File: src/rtl/mm_pkg.sv
// Shared definitions for the matrix multiply generator: controller state
// encoding and a helper that sizes index/address fields.
package mm_pkg;

    typedef enum logic [2:0] {
        ST_IDLE  = 3'd0,
        ST_FETCH = 3'd1,
        ST_DRAIN = 3'd2,
        ST_WRITE = 3'd3,
        ST_DONE  = 3'd4
    } mm_state_t;

    // Width of a counter or address field covering 2^bits entries; a
    // single-entry dimension still gets one (always-zero) bit.
    function automatic int addr_w(input int bits);
        return (bits > 0) ? bits : 1;
    endfunction

endpackage

File: src/rtl/mac_unit.sv
// Two-stage multiply-accumulate: operands are registered as a product one
// cycle after they are valid, and the product is summed one cycle later.
module mac_unit #(
    parameter int width     = 8,
    parameter int acc_width = 2 * width + 2
) (
    input  logic                 clk,
    input  logic                 resetn,
    input  logic                 clr,
    input  logic                 en,
    input  logic [width-1:0]     a,
    input  logic [width-1:0]     b,
    output logic [acc_width-1:0] acc
);

    localparam int PW = 2 * width;

    logic [PW-1:0] prod;
    logic          prod_vld;

    // Product stage; clr also flushes it so a new element starts clean.
    always_ff @(posedge clk or negedge resetn) begin
        if (!resetn) begin
            prod     <= '0;
            prod_vld <= 1'b0;
        end else if (clr) begin
            prod     <= '0;
            prod_vld <= 1'b0;
        end else begin
            prod_vld <= en;
            if (en) begin
                prod <= PW'(a) * PW'(b);
            end
        end
    end

    // Accumulate stage; width has K_bits of headroom so it cannot wrap.
    always_ff @(posedge clk or negedge resetn) begin
        if (!resetn) begin
            acc <= '0;
        end else if (clr) begin
            acc <= '0;
        end else if (prod_vld) begin
            acc <= acc + acc_width'(prod);
        end
    end

endmodule

File: src/rtl/matrix_multiply_gen.sv
// Sequential matrix multiply RES = A x B over external synchronous-read
// RAMs. One element at a time: K fetch cycles, 2 drain cycles for the
// read/multiply pipeline, then one write cycle.
//
// state | meaning
// ------+--------------------------------------------------------------
// IDLE  | waiting for Start
// FETCH | issue A[r][k] / B[k][c] reads, one k per cycle
// DRAIN | let the last reads pass through the product/accumulate stages
// WRITE | write the shifted (and optionally clamped) sum to RES[r][c]
// DONE  | one-cycle Done pulse, then back to IDLE
module matrix_multiply_gen
    import mm_pkg::*;
#(
    parameter int width    = 8,
    parameter int M_bits   = 1,
    parameter int K_bits   = 2,
    parameter int N_bits   = 0,
    parameter int SHIFT    = width,
    parameter int SATURATE = 1
) (
    input  logic                       clk,
    input  logic                       resetn,
    input  logic                       Start,
    output logic                       Done,
    output logic                       Busy,
    output logic                       A_read_en,
    output logic [M_bits+K_bits-1:0]   A_read_address,
    input  logic [width-1:0]           A_read_data_out,
    output logic                       B_read_en,
    output logic [K_bits+N_bits-1:0]   B_read_address,
    input  logic [width-1:0]           B_read_data_out,
    output logic                       RES_write_en,
    output logic [M_bits+N_bits-1:0]   RES_write_address,
    output logic [width-1:0]           RES_write_data_in
);

    localparam int RW    = addr_w(M_bits);
    localparam int KW    = addr_w(K_bits);
    localparam int CW    = addr_w(N_bits);
    localparam int AW    = M_bits + K_bits;
    localparam int BW    = K_bits + N_bits;
    localparam int SW    = M_bits + N_bits;
    localparam int ACC_W = 2 * width + K_bits;

    localparam logic [RW-1:0] R_LAST = RW'((1 << M_bits) - 1);
    localparam logic [KW-1:0] K_LAST = KW'((1 << K_bits) - 1);
    localparam logic [CW-1:0] C_LAST = CW'((1 << N_bits) - 1);

    mm_state_t        state;
    logic [RW-1:0]    r;
    logic [CW-1:0]    c;
    logic [KW-1:0]    k;
    logic [RW-1:0]    r_nxt;
    logic [CW-1:0]    c_nxt;
    logic             drain_2nd;
    logic             rd_vld;
    logic             last_elem;
    logic             acc_clr;
    logic [ACC_W-1:0] acc;
    logic [ACC_W-1:0] shifted;
    logic [width-1:0] res_val;

    function automatic logic [AW-1:0] a_addr(input logic [RW-1:0] ri, input logic [KW-1:0] ki);
        return (AW'(ri) << K_bits) | AW'(ki);
    endfunction

    function automatic logic [BW-1:0] b_addr(input logic [KW-1:0] ki, input logic [CW-1:0] ci);
        return (BW'(ki) << N_bits) | BW'(ci);
    endfunction

    function automatic logic [SW-1:0] res_addr(input logic [RW-1:0] ri, input logic [CW-1:0] ci);
        return (SW'(ri) << N_bits) | SW'(ci);
    endfunction

    assign last_elem = (r == R_LAST) && (c == C_LAST);

    // Element index advance: c is the inner loop, r steps when c wraps.
    always_comb begin
        r_nxt = r;
        c_nxt = c + CW'(1);
        if (c == C_LAST) begin
            c_nxt = '0;
            r_nxt = r + RW'(1);
        end
    end

    // Accumulator clears on every entry into FETCH.
    assign acc_clr = ((state == ST_IDLE) && Start) || ((state == ST_WRITE) && !last_elem);

    // Controller with registered outputs; read addresses are loaded one
    // cycle ahead so they are on the pins during the FETCH cycle they belong to.
    always_ff @(posedge clk or negedge resetn) begin
        if (!resetn) begin
            state             <= ST_IDLE;
            r                 <= '0;
            c                 <= '0;
            k                 <= '0;
            drain_2nd         <= 1'b0;
            Busy              <= 1'b0;
            Done              <= 1'b0;
            A_read_en         <= 1'b0;
            B_read_en         <= 1'b0;
            A_read_address    <= '0;
            B_read_address    <= '0;
            RES_write_en      <= 1'b0;
            RES_write_address <= '0;
        end else begin
            case (state)
                ST_IDLE: begin
                    if (Start) begin
                        state          <= ST_FETCH;
                        r              <= '0;
                        c              <= '0;
                        k              <= '0;
                        Busy           <= 1'b1;
                        A_read_en      <= 1'b1;
                        B_read_en      <= 1'b1;
                        A_read_address <= '0;
                        B_read_address <= '0;
                    end
                end
                ST_FETCH: begin
                    if (k == K_LAST) begin
                        state          <= ST_DRAIN;
                        k              <= '0;
                        drain_2nd      <= 1'b0;
                        A_read_en      <= 1'b0;
                        B_read_en      <= 1'b0;
                        A_read_address <= '0;
                        B_read_address <= '0;
                    end else begin
                        k              <= k + KW'(1);
                        A_read_address <= a_addr(r, k + KW'(1));
                        B_read_address <= b_addr(k + KW'(1), c);
                    end
                end
                ST_DRAIN: begin
                    if (drain_2nd) begin
                        state             <= ST_WRITE;
                        drain_2nd         <= 1'b0;
                        RES_write_en      <= 1'b1;
                        RES_write_address <= res_addr(r, c);
                    end else begin
                        drain_2nd <= 1'b1;
                    end
                end
                ST_WRITE: begin
                    RES_write_en      <= 1'b0;
                    RES_write_address <= '0;
                    if (last_elem) begin
                        state <= ST_DONE;
                        r     <= '0;
                        c     <= '0;
                        Done  <= 1'b1;
                    end else begin
                        state          <= ST_FETCH;
                        r              <= r_nxt;
                        c              <= c_nxt;
                        A_read_en      <= 1'b1;
                        B_read_en      <= 1'b1;
                        A_read_address <= a_addr(r_nxt, KW'(0));
                        B_read_address <= b_addr(KW'(0), c_nxt);
                    end
                end
                ST_DONE: begin
                    state <= ST_IDLE;
                    Done  <= 1'b0;
                    Busy  <= 1'b0;
                end
                default: begin
                    state <= ST_IDLE;
                end
            endcase
        end
    end

    // Read data returns one cycle after the enable; this bit tags it for the MAC.
    always_ff @(posedge clk or negedge resetn) begin
        if (!resetn) begin
            rd_vld <= 1'b0;
        end else begin
            rd_vld <= A_read_en;
        end
    end

    mac_unit #(
        .width     (width),
        .acc_width (ACC_W)
    ) u_mac (
        .clk    (clk),
        .resetn (resetn),
        .clr    (acc_clr),
        .en     (rd_vld),
        .a      (A_read_data_out),
        .b      (B_read_data_out),
        .acc    (acc)
    );

    assign shifted = acc >> SHIFT;

    // Clamp anything that does not fit in width bits, or simply truncate.
    always_comb begin
        res_val = shifted[width-1:0];
        if ((SATURATE != 0) && (|(shifted >> width))) begin
            res_val = '1;
        end
    end

    // The sum is final only during WRITE, so the data path stays combinational
    // and is held at zero outside the write strobe.
    assign RES_write_data_in = RES_write_en ? res_val : '0;

endmodule

File: config.mk
export PLATFORM = sky130hd
export DESIGN_NAME = matrix_multiply_gen
export DESIGN_NICKNAME = d
export VERILOG_FILES = /design/src/rtl/mm_pkg.sv /design/src/rtl/mac_unit.sv /design/src/rtl/matrix_multiply_gen.sv
export SDC_FILE = /design/constraint.sdc
export NUM_CORES = 1
export LEC_CHECK = 0
export ABC_AREA = 1
export BUFFER_PORTS_ARGS = -buffer_cell sky130_fd_sc_hd__clkbuf_2
export CAP_MARGIN = 15
export CELL_PAD_IN_SITES_DETAIL_PLACEMENT = 1
export CELL_PAD_IN_SITES_GLOBAL_PLACEMENT = 1
export CORE_MARGIN = 5
export CORE_UTILIZATION = 34
export DETAILED_ROUTE_END_ITERATION = 16
export GPL_TIMING_DRIVEN = 0
export HOLD_SLACK_MARGIN = 0.08
export PLACE_DENSITY = 0.6
export SLEW_MARGIN = 20
export SYNTH_ARGS = -nofsm -noshare
export SYNTH_HDL_FRONTEND = slang
export SYNTH_SLANG_ARGS = --single-unit
File: constraint.sdc
create_clock -name clk -period 2.1 [get_ports clk]
set_input_delay 0.21 -clock clk [delete_from_list [all_inputs] [get_ports clk]]
set_output_delay 0.21 -clock clk [all_outputs]
set_load 0.01 [all_outputs]
==> results.py, run 1 <==
metrics = {
    "critical_path": {
        "worst_r2r_startpoint": "u_mac.prod[0]",
        "r2r_slack_ps": 140,
        "r2r.worst_path.cells": 9,
        "cp_endpoint_kind": "register",
        "cp_num_buf_inv": 4,
        "worst_path_dominant_cell_family": "adder cells",
        "critPathLaunchType": "input port",
        "slowest_stage": "sky130_fd_sc_hd__fa_1",
        "crit_type": "input port to register",
        "critPathRequiredTime_ps": 2290,
        "critPathArrivalTime_ps": 3490,
        "crit_path_max_fo": 6,
        "worstPathCellList": "clkbuf_16 > nand2_4 > inv_2 > fa_1 > fa_1 > fa_1 > inv_1 > fa_1 > inv_2 > ha_4 > nand2_2 > nor2_1 > nand2_1 > nand3_2 > nand3_2 > nand2_1 > nand2_1 > nand3_1 > nand2_1",
        "timing.critical_path.slowest_cell_delay_ps": 560,
        "r2r-end": "u_mac.acc[8]",
    },
    "synthesis": {
        "yosys_warnings": 0,
        "syn-num-nets": 816,
        "netlist_instances": 707,
        "yosys.cell_types.count": 41,
        "syn-mean-instance-area_um2": 7.38,
        "syn-cell-area_um2": 5220,
        "synth_seq_area_share": 0.244,
        "ys_ff_latch": 51,
    },
    "route": {
        "initialDrtViolationCount": 110,
        "drt_pass1_iterations": 4,
        "final_antenna_net_count": 0,
        "routed_wirelength_um": 13400,
        "via_count": 4489,
        "detail_route.vias_per_cell": 4.79,
        "avgRoutedWirePerCell_um": 14.3,
        "drc_errors": 0,
    },
    "run_status": {
        "failed_checks": "setup timing",
        "outcome": "finished, violations left",
    },
    "floorplanning": {
        "die-area_um2": 17900,
        "design.core.area_um2": 15100,
        "rows": 45,
        "ioPinCount": 38,
        "horizontal_die_dimension_um": 134,
        "die_h_um": 134,
        "initial_core_util": 0.345,
    },
    "placement": {
        "place_hpwl_um": 11100,
        "gpl.final_weighted_congestion": 0.842,
        "placement.io_buffers": 21,
    },
    "clocking": {
        "clk_pin_slew_ps": 70,
        "cts_buffer_depth": 2,
        "clk_latency_ps": 300,
        "tritoncts": "done",
        "cts.root.buffer_cell": "sky130_fd_sc_hd__clkbuf_16",
        "htreeDepth": 2,
        "cts-buffers-inserted": 5,
        "cts.sinks": 51,
    },
    "grt": {
        "pin_count_of_the_biggest_net_entering_global_routing": 52,
        "grt_antenna_before_repair": 0,
        "globalRouteOverflowTotal": 0,
        "via_count_of_the_first_global_routing_pass": 4876,
        "grt_pass1_wl_um": 23300,
        "track_usage": 0.158,
    },
    "finish": {
        "final-seq-area_um2": 1280,
        "final.fill_count": 1861,
        "layout.nets": 857,
        "fin_util": 0.423,
        "final_layout_size_suffix_gt1_frac": 0.220,
        "area_of_the_multi_input_gates_um2": 3520,
        "areaGrowthSynthToFinish_pct": 22.8,
        "antenna_cells_inserted": 0,
    },
    "worst_hold_path": {
        "holdCritStartpoint": "A_read_data_out[0]",
        "hold_path_end": "u_mac.prod[0]",
        "worstHoldPathCells": 2,
        "holdCritPathClass": "input port to register",
    },
    "sta": {
        "maximum_clock_skew_at_final_layout_ps": 10.4,
        "finalMaxSlewViolations": 0,
        "layout_setup_ws_ps": -1190,
        "setup_viol_count_final": 12,
        "finalHoldViolations": 0,
        "final_period_minus_worst_setup_slack_ps": 3290,
        "timing_worst_slew_pin_value_ps": 743,
        "crit_share_post_route": 1.57,
        "grt_setup_unrepaired": "true",
        "achievable-frequency_ghz": 0.304,
        "maxSlewHeadroom": 0.505,
    },
    "power_and_ir_drop": {
        "worst_ir_drop_vdd_v": 0.000458,
        "p_per_area_nw_per_um2": 1290,
        "totalPowerFinal_uw": 8270,
        "p_leak_uw": 0.00364,
    },
    "job": {
        "max-cap-violations": 0,
    },
}
## worst reg2reg max path: cells and delay by family (launching register included)
family	cells	cell delay, ps
adders and majority gates	2	590
AOI/OAI and AO/OA	1	80
and+or+nand+nor	6	760
DFF	1	400
## per-stage QoR
stage	hold WS, ps	std cells	setup WS [ps]	cell area [um^2]	setup TNS (ps)
5_1_grt	254	937	-1370	6410	-13180
6_report	248	937	-1190	6410	-11660
2_1_floorplan	-85.6	707	-1320	5520	-13080
4_1_cts	242	937	-1180	6380	-11760
3_5_place_dp	356	916	-1650	5860	-15720
3_3_place_gp	434	916	-1600	5860	-15160
## layout make-up
class	count	area share
Timing Repair Buffer	34	0.0371
Multi-Input combinational cell	476	0.548
Buffer	23	0.0621
Sequential cell	51	0.199
Clock buffer	5	0.0195
Inverter	157	0.0935
Tap cell	188	0.0367
Clock inverter	3	0.00371
## synth_stat cells, drive strengths merged
library cell,number,area share
or2,2,0.0024
o21bai,5,0.0072
dfrtp,51,0.24
clkinv,1,0.00072
nand4,2,0.0053
o21ai,31,0.032
inv,156,0.11
and2,1,0.0012
xnor2,2,0.0034
nand2,208,0.16
xor2,2,0.0034
clkbuf,15,0.011
o2111ai,1,0.0017
a21oi,40,0.038
ha,53,0.13
nand3,42,0.043
nor2,31,0.025
a22o,6,0.010
a21o,3,0.0043
buf,8,0.014
nor3,4,0.0048
o211ai,1,0.0014
nand3b,3,0.0043
fa,37,0.14
o22ai,1,0.0012
a32o,1,0.0019
## placed cells by master, fill, tap and decap left out, types with 5 or more instances in the layout
master / Yosys / routed
sky130_fd_sc_hd__nand2_1: 203 / 172
sky130_fd_sc_hd__buf_4: 3 / 7
sky130_fd_sc_hd__nand3_1: 41 / 32
sky130_fd_sc_hd__o21ai_0: 25 / 20
sky130_fd_sc_hd__a22o_1: 6 / 6
sky130_fd_sc_hd__nand2_4: 2 / 9
sky130_fd_sc_hd__a21oi_1: 40 / 35
sky130_fd_sc_hd__o21bai_1: 5 / 5
sky130_fd_sc_hd__fa_1: 37 / 33
sky130_fd_sc_hd__inv_2: 7 / 24
sky130_fd_sc_hd__ha_1: 53 / 45
sky130_fd_sc_hd__clkbuf_2: 0 / 20
sky130_fd_sc_hd__clkbuf_8: 0 / 5
sky130_fd_sc_hd__o21ai_1: 3 / 7
sky130_fd_sc_hd__clkbuf_16: 0 / 15
sky130_fd_sc_hd__ha_4: 0 / 5
sky130_fd_sc_hd__inv_1: 146 / 129
sky130_fd_sc_hd__nand3_2: 0 / 6
sky130_fd_sc_hd__nor2_1: 29 / 28
sky130_fd_sc_hd__nand2_2: 2 / 26
sky130_fd_sc_hd__dfrtp_1: 51 / 51
sky130_fd_sc_hd__buf_6: 4 / 13
## routing by layer
metal	GRT usage	wire length [um]	share of wire
met1	0.201	6170	0.46
met2	0.283	6750	0.51
met3	0.0203	199	0.015
met4	0.0463	240	0.018
met5	0	0	0
## timing repair
| item | in CTS | in global routing |
|---|---|---|
| resized for setup | 63 | 16 |
| pin swaps | 36 | 17 |
| setup endpoints to repair | 13 | 14 |
| setup buffers | 12 | 4 |
| gates cloned | 0 | 0 |
| hold buffers | 1 | 0 |
| endpoints found under the hold margin | 51 | 0 |
## kinds of logic after synthesis
kind of cell | Yosys count | share of synthesized area
AND/OR/NAND/NOR | 293 | 0.242
buffers and inverters | 180 | 0.139
adder cells (fa/ha/maj) | 90 | 0.269
AO/OA/AOI/OAI | 89 | 0.0980
flip-flops | 51 | 0.244
XOR/XNOR | 4 | 0.00671
## worst max path at each step
stage	from	end	slack, ps	cells past startpoint
floorplan	A_read_data_out[7]	u_mac.prod[15]	-1320	19
global placement	A_read_data_out[5]	u_mac.prod[14]	-1600	14
detailed placement	A_read_data_out[5]	u_mac.prod[14]	-1650	14
CTS	B_read_data_out[5]	u_mac.prod[14]	-1180	19
global route	B_read_data_out[5]	u_mac.prod[12]	-1370	19
finish	B_read_data_out[2]	u_mac.prod[12]	-1190	19
## flip-flops by register name (all words and copies together) (netlist names)
register / cells
state: 3
k: 2
u_mac.prod_vld: 1
rd_vld: 1
A_read_address: 3
u_mac.acc: 18
Done: 1
B_read_en: 1
Busy: 1
RES_write_en: 1
RES_write_address: 1
r: 1
u_mac.prod: 16
drain_2nd: 1
## power by group
| group | internal, uW | total [uW] | switching [uW] |
|---|---|---|---|
| registers | 1430 | 1760 | 337 |
| clock network | 449 | 854 | 405 |
| logic | 2320 | 5660 | 3340 |
| total | 4190 | 8270 | 4080 |
No activity file was read; power rests on OpenSTA's default activity.
==> inputs of run 2 (changes only) <==
--- a/config.mk
+++ b/config.mk
@@ -12,6 +12,7 @@
 export CELL_PAD_IN_SITES_GLOBAL_PLACEMENT = 1
 export CORE_MARGIN = 5
 export CORE_UTILIZATION = 34
+export CTS_CLUSTER_DIAMETER = 60
 export DETAILED_ROUTE_END_ITERATION = 16
 export GPL_TIMING_DRIVEN = 0
 export HOLD_SLACK_MARGIN = 0.08
==> constraint.sdc (replaced) <==
create_clock -name clk -period 4 [get_ports clk]
set_input_delay 0.4 -clock clk [delete_from_list [all_inputs] [get_ports clk]]
set_output_delay 0.4 -clock clk [all_outputs]
set_load 0.01 [all_outputs]
==> run 2 against run 1 <==
The run now ends clean. Wire length decreased by 0.75%. Final area decreased by 9.5%. Final cell count decreased by 1.4%. Critical path depth decreased by 1. Flip-flop and latch count unchanged. Core utilization decreased by 4.0 points. Total power decreased by 51%. Non-clock buffer count decreased by 13. First-iteration DRC count decreased by 14%. Critical path type unchanged. Critical endpoint is now u_mac.prod[15]. Largest cell class unchanged. Largest power group unchanged.
==> results.py, run 2 (synthesis gave the netlist of run 1 again) <==
metrics = {
    "route": {
        "initialDrtViolationCount": 95,
        "avgRoutedWirePerCell_um": 14.4,
        "detail_route.vias_per_cell": 4.72,
        "final_antenna_net_count": 0,
        "drc_errors": 0,
        "drt_pass1_iterations": 4,
        "routed_wirelength_um": 13300,
        "via_count": 4361,
    },
    "finish": {
        "areaGrowthSynthToFinish_pct": 11.2,
        "antenna_cells_inserted": 0,
        "commonest_non_fill_non_tap_cell_in_the_layout": "sky130_fd_sc_hd__nand2_1",
        "final_cell_count_no_fill": 924,
        "largest_regs": "u_mac.acc x18, u_mac.prod x16",
        "layout.nets": 844,
        "largest_register_ffs": 18,
        "mostFrequentLayoutCells": "203 x sky130_fd_sc_hd__nand2_1, 146 x sky130_fd_sc_hd__inv_1, 51 x sky130_fd_sc_hd__dfrtp_1, 51 x sky130_fd_sc_hd__ha_1, 40 x sky130_fd_sc_hd__a21oi_1",
        "regMostFlops": "u_mac.acc",
        "fin_util": 0.383,
        "final_layout_size_suffix_gt1_frac": 0.106,
    },
    "placement": {
        "placed_cells_incl_taps": 916,
        "placement.io_buffers": 21,
        "gpl.final_weighted_congestion": 0.799,
        "pre_cts_slack_ps": -447,
        "place_hpwl_um": 11000,
    },
    "sta": {
        "finalHoldWorstSlack_ps": 156,
        "achievable-frequency_ghz": 0.264,
        "maximum_clock_skew_at_final_layout_ps": 11.8,
        "finalHoldViolations": 0,
        "setup_viol_count_final": 0,
        "final_period_minus_worst_setup_slack_ps": 3790,
        "finalMaxSlewViolations": 0,
        "layout_setup_ws_ps": 214,
        "maxSlewHeadroom": 0.507,
        "grt_setup_unrepaired": "false",
        "crit_share_post_route": 0.947,
        "timing_worst_slew_pin_value_ps": 739,
    },
    "clocking": {
        "cts.root.buffer_cell": "sky130_fd_sc_hd__clkbuf_16",
        "clk_pin_slew_ps": 80,
        "cts_buffer_depth": 2,
        "htreeDepth": 2,
        "tritoncts": "done",
        "postCtsHoldBufs": 0,
        "clk_latency_ps": 300,
        "cts-buffers-inserted": 5,
        "cts_post_setup_buffers_inserted": 0,
        "cts.sinks": 51,
    },
    "grt": {
        "pin_count_of_the_biggest_net_entering_global_routing": 52,
        "grt_antenna_before_repair": 0,
        "track_usage": 0.158,
        "via_count_of_the_first_global_routing_pass": 4792,
        "globalRouteOverflowTotal": 0,
        "grt_pass1_wl_um": 23100,
    },
    "floorplanning": {
        "ioPinCount": 38,
        "initial_core_util": 0.345,
        "horizontal_die_dimension_um": 134,
        "rows": 45,
        "die_h_um": 134,
        "die-area_um2": 17900,
        "design.core.area_um2": 15100,
    },
    "critical_path": {
        "crit_path_max_fo": 8,
        "critPathRequiredTime_ps": 4200,
        "critPathLaunchType": "input port",
        "cp_endpoint_kind": "register",
        "crit_type": "input port to register",
        "critPathArrivalTime_ps": 3990,
    },
    "job": {
        "max-cap-violations": 0,
    },
    "run_status": {
        "outcome": "finished clean",
    },
    "power_and_ir_drop": {
        "p_leak_uw": 0.00345,
        "totalPowerFinal_uw": 4020,
        "p_per_area_nw_per_um2": 692,
        "worst_ir_drop_vdd_v": 0.000214,
    },
    "worst_hold_path": {
        "holdCritPathClass": "input port to async pin",
    },
}
run 2: cell types whose count changed in the layout (fill, tap and decap cells not counted), sizes merged:
cell / previous run / this run
dlygate4sd3: 1 / 0
clkbuf: 41 / 43
clkinv: 2 / 1
clkinvlp: 1 / 0
bufinv: 0 / 1
buf: 20 / 7
run 2: repair_timing:
item	CTS	global route
endpoints found under the setup margin	5	8
pin swaps	0	1
resized for setup	7	27
run 2: final cells by class:
| type | count | area (um^2) |
|---|---|---|
| well taps | 188 | 235 |
| fillers | 1890 | 9340 |
| flip-flops and latches | 51 | 1280 |
| plain buffers | 23 | 163 |
| clock buffers | 6 | 129 |
| clock inverters | 2 | 38.8 |
| multi-input cells | 476 | 3260 |
| inverters | 157 | 599 |
| repair buffers | 21 | 108 |
run 2: per-layer routing:
layer	vias to the layer above	share of wire	GRT usage
li1	2220	-	-
met1	2096	0.46	0.198
met2	31	0.50	0.283
met3	14	0.021	0.0210
met4	0	0.019	0.0451
met5	-	0	0
run 2: critical path, stage by stage:
cell                       delay, ps
sky130_fd_sc_hd__clkbuf_2        170
sky130_fd_sc_hd__nand2_1          90
sky130_fd_sc_hd__inv_1            50
sky130_fd_sc_hd__fa_1            460
sky130_fd_sc_hd__fa_1            550
sky130_fd_sc_hd__inv_1            50
sky130_fd_sc_hd__fa_1            470
sky130_fd_sc_hd__fa_1            540
sky130_fd_sc_hd__inv_1            40
sky130_fd_sc_hd__ha_1            350
sky130_fd_sc_hd__nand3_1         130
sky130_fd_sc_hd__nand3_2         110
sky130_fd_sc_hd__nand2_1         100
sky130_fd_sc_hd__nand3_2         110
sky130_fd_sc_hd__nand2_1         110
sky130_fd_sc_hd__nand3b_1         80
sky130_fd_sc_hd__nand3_1         120
sky130_fd_sc_hd__nand2_1          60
run 2: final timing paths:
check                              startpoint  cells past startpoint        endpoint  slack, ps
max in group asynchronous              resetn                      1        state[1]       3330
hold reg to reg                     B_read_en                      0          rd_vld        450
setup / recovery           B_read_data_out[4]                     18  u_mac.prod[15]        210
min in group clk                    B_read_en                      0          rd_vld        450
setup reg to reg                 u_mac.acc[0]                      9    u_mac.acc[8]       1930
hold / removal                         resetn                      1   u_mac.acc[14]        160
run 2: per-stage QoR:
step	setup TNS (ps)	cell area, um^2
floorplan	0	5220
detailed placement	-2710	5570
finish	0	5800
CTS	0	5740
global route	0	5800
global placement	-2200	5560
run 2: power by group:
part | total, uW | leakage (uW) | internal, uW | switching (uW)
Sequential | 926 | 0.000643 | 749 | 177
Combinational | 2580 | 0.00272 | 970 | 1610
Clock | 509 | 0.0000815 | 299 | 210
==> inputs of run 3 (changes only) <==
--- a/config.mk
+++ b/config.mk
@@ -5,7 +5,6 @@
 export SDC_FILE = /design/constraint.sdc
 export NUM_CORES = 1
 export LEC_CHECK = 0
-export ABC_AREA = 1
 export BUFFER_PORTS_ARGS = -buffer_cell sky130_fd_sc_hd__clkbuf_2
 export CAP_MARGIN = 15
 export CELL_PAD_IN_SITES_DETAIL_PLACEMENT = 1
@@ -16,7 +15,7 @@
 export DETAILED_ROUTE_END_ITERATION = 16
 export GPL_TIMING_DRIVEN = 0
 export HOLD_SLACK_MARGIN = 0.08
-export PLACE_DENSITY = 0.6
+export PLACE_DENSITY = 0.58
 export SLEW_MARGIN = 20
 export SYNTH_ARGS = -nofsm -noshare
 export SYNTH_HDL_FRONTEND = slang
==> run 3 against run 2 <==
Maximum frequency shrank 1.8%. Synthesized area is 4.0% lower. Critical endpoint unchanged. Critical path type unchanged. Wire length down 3.0%. Non-clock buffer count up 13.
==> results.py, run 3 <==
metrics = {
    "synthesis": {
        "ys_ff_latch": 51,
        "syn-cell-area_um2": 5010,
        "share_of_the_synthesized_area_in_the_top_cell_type": 0.255,
        "netlist_instances": 557,
        "synthTopCellsByCount": "56 x sky130_fd_sc_hd__inv_1, 53 x sky130_fd_sc_hd__ha_1, 51 x sky130_fd_sc_hd__and2_1, 51 x sky130_fd_sc_hd__dfrtp_1, 46 x sky130_fd_sc_hd__nor2_1",
        "synth-edff-count": 0,
        "yosys_warnings": 0,
        "syn-mean-instance-area_um2": 9.00,
        "syn-num-nets": 666,
        "yosys.cell_types.count": 49,
        "async_set_or_reset_register_ratio_after_synthesis": 1.00,
        "synth_seq_area_share": 0.255,
        "most_common_cell_in_the_netlist": "sky130_fd_sc_hd__inv_1",
        "synthTopCellsByArea": "sky130_fd_sc_hd__dfrtp_1 25%, sky130_fd_sc_hd__fa_1 15%, sky130_fd_sc_hd__ha_1 13%, sky130_fd_sc_hd__and2_1 6.4%, sky130_fd_sc_hd__inv_1 4.2%",
        "synth_flop_cell": "sky130_fd_sc_hd__dfrtp_1",
        "synth.largest_area_cell": "sky130_fd_sc_hd__dfrtp_1",
    },
    "critical_path": {
        "crit_path_max_fo": 8,
        "critPathArrivalTime_ps": 4090,
        "setup.worst_path.end": "u_mac.prod[15]",
        "crit_path_start": "B_read_data_out[6]",
        "r2r.worst_path.cells": 8,
        "cp_endpoint_kind": "register",
        "worst_r2r_startpoint": "u_mac.prod[0]",
        "critPathLaunchType": "input port",
        "crit_type": "input port to register",
        "r2r_slack_ps": 1510,
        "critPathRequiredTime_ps": 4230,
        "r2r-end": "u_mac.acc[16]",
    },
    "sta": {
        "crit_share_post_route": 0.964,
        "maxSlewHeadroom": 0.432,
        "final_period_minus_worst_setup_slack_ps": 3860,
        "finalHoldViolations": 0,
        "finalMaxSlewViolations": 0,
        "layout_setup_ws_ps": 143,
        "achievable-frequency_ghz": 0.259,
        "grt_setup_unrepaired": "true",
        "timing_worst_slew_pin_value_ps": 852,
        "setup_viol_count_final": 0,
        "maximum_clock_skew_at_final_layout_ps": 7.05,
    },
    "finish": {
        "antenna_cells_inserted": 0,
        "regMostFlops": "u_mac.acc",
        "largest_register_ffs": 18,
        "final_layout_size_suffix_gt1_frac": 0.129,
        "mostFrequentLayoutCells": "56 x sky130_fd_sc_hd__inv_1, 51 x sky130_fd_sc_hd__dfrtp_1, 50 x sky130_fd_sc_hd__and2_1, 46 x sky130_fd_sc_hd__nor2_1, 46 x sky130_fd_sc_hd__ha_1",
        "layout.nets": 712,
        "commonest_non_fill_non_tap_cell_in_the_layout": "sky130_fd_sc_hd__inv_1",
        "areaGrowthSynthToFinish_pct": 15.4,
        "fin_util": 0.399,
        "largest_regs": "u_mac.acc x18, u_mac.prod x16",
    },
    "run_status": {
        "outcome": "finished clean",
    },
    "placement": {
        "placement.io_buffers": 37,
        "place_hpwl_um": 10100,
        "pre_cts_slack_ps": -442,
        "gpl.final_weighted_congestion": 0.843,
    },
    "clocking": {
        "clk_latency_ps": 300,
        "cts.root.buffer_cell": "sky130_fd_sc_hd__clkbuf_16",
        "htreeDepth": 2,
        "clk_pin_slew_ps": 70,
        "cts.sinks": 51,
        "cts_buffer_depth": 2,
        "tritoncts": "done",
        "cts-buffers-inserted": 5,
    },
    "floorplanning": {
        "ioPinCount": 38,
        "horizontal_die_dimension_um": 131,
        "initial_core_util": 0.346,
        "design.core.area_um2": 14500,
        "rows": 44,
        "die-area_um2": 17300,
        "die_h_um": 131,
    },
    "grt": {
        "via_count_of_the_first_global_routing_pass": 4373,
        "globalRouteOverflowTotal": 0,
        "grt_antenna_before_repair": 0,
        "pin_count_of_the_biggest_net_entering_global_routing": 52,
        "track_usage": 0.150,
        "grt_pass1_wl_um": 21900,
    },
    "power_and_ir_drop": {
        "p_leak_uw": 0.00281,
        "worst_ir_drop_vdd_v": 0.000303,
        "p_per_area_nw_per_um2": 778,
        "totalPowerFinal_uw": 4500,
    },
    "route": {
        "via_count": 4139,
        "avgRoutedWirePerCell_um": 16.3,
        "final_antenna_net_count": 0,
        "initialDrtViolationCount": 64,
        "detail_route.vias_per_cell": 5.25,
        "routed_wirelength_um": 12900,
        "drt_pass1_iterations": 4,
        "drc_errors": 0,
    },
    "worst_hold_path": {
        "holdCritPathClass": "input port to async pin",
    },
    "job": {
        "max-cap-violations": 0,
    },
}
run 3: cell types whose count changed after synthesis, sizes merged, moves of 6 or more:
cell	previous run	this run
xnor2	2	8
nand2	208	42
o21a	0	12
a211oi	0	15
inv	156	56
mux2i	0	17
nand3	42	7
and2	1	51
a21o	3	16
nor2	31	46
run 3: metal layers:
layer  vias up  track usage  share of wire
li1       1991            -              -
met1      2101        0.198           0.47
met2        32        0.259           0.50
met3        15       0.0206          0.015
met4         0       0.0360          0.014
met5         -            0              0
run 3: area by class of cell:
type / count / area [um^2]
timing repair buffer: 40 / 251
tap: 184 / 230
fill: 1681 / 8700
multi-input combinational: 432 / 3600
clock buffer: 6 / 129
inverter: 56 / 210
clock inverter: 2 / 12.5
buffer: 17 / 75.1
sequential: 51 / 1280
run 3: cell families after synthesis:
logic type,Yosys count,synth area share
AO/OA/AOI/OAI,136,0.177
XOR/XNOR,13,0.0227
adder cells (fa/ha/maj),90,0.280
buffers and inverters,74,0.0577
flip-flops,51,0.255
multiplexers,17,0.0339
AND/OR/NAND/NOR,176,0.174
run 3: worst min path at each step:
stage | from | to | slack (ps) | cells after the start
2_1_floorplan | resetn | A_read_address[0] | 100 | 0
4_1_cts | resetn | u_mac.acc[1] | 230 | 1
5_1_grt | resetn | u_mac.prod[3] | 260 | 1
6_report | resetn | u_mac.acc[1] | 200 | 1
3_3_place_gp | B_read_en | rd_vld | 420 | 0
3_5_place_dp | B_read_en | rd_vld | 450 | 0
run 3: repair_timing:
action,in CTS,in global routing
endpoints found under the setup margin,6,7
hold buffers,0,0
pin swaps,4,13
setup buffers,0,3
gates resized for setup,12,49
run 3: critical path, cell delays in order:
cell                        delay, ps
sky130_fd_sc_hd__clkbuf_4         150
sky130_fd_sc_hd__nand2_1           70
sky130_fd_sc_hd__fa_1             460
sky130_fd_sc_hd__fa_1             540
sky130_fd_sc_hd__inv_1             60
sky130_fd_sc_hd__fa_1             520
sky130_fd_sc_hd__inv_1             50
sky130_fd_sc_hd__fa_1             520
sky130_fd_sc_hd__inv_1             60
sky130_fd_sc_hd__ha_4             280
sky130_fd_sc_hd__o21ai_2           60
sky130_fd_sc_hd__o21bai_2         180
sky130_fd_sc_hd__a41oi_4          180
sky130_fd_sc_hd__buf_4            180
sky130_fd_sc_hd__o2111ai_2        170
sky130_fd_sc_hd__o2111a_1         190
run 3: through the flow:
| stage | setup TNS [ps] | hold slack (ps) | cell area (um^2) | cells |
|---|---|---|---|---|
| 5_1_grt | -85.2 | 264 | 5780 | 788 |
| 3_3_place_gp | -2450 | 418 | 5440 | 778 |
| 4_1_cts | -38.1 | 228 | 5610 | 785 |
| 2_1_floorplan | 0 | 104 | 5020 | 557 |
| 6_report | 0 | 196 | 5780 | 788 |
| 3_5_place_dp | -2750 | 448 | 5440 | 778 |
run 3: where the power goes:
| part | switching (uW) | internal, uW | leakage (uW) |
|---|---|---|---|
| registers | 200 | 772 | 0.000622 |
| logic | 1760 | 1340 | 0.00212 |
| clock network | 198 | 232 | 0.0000669 |
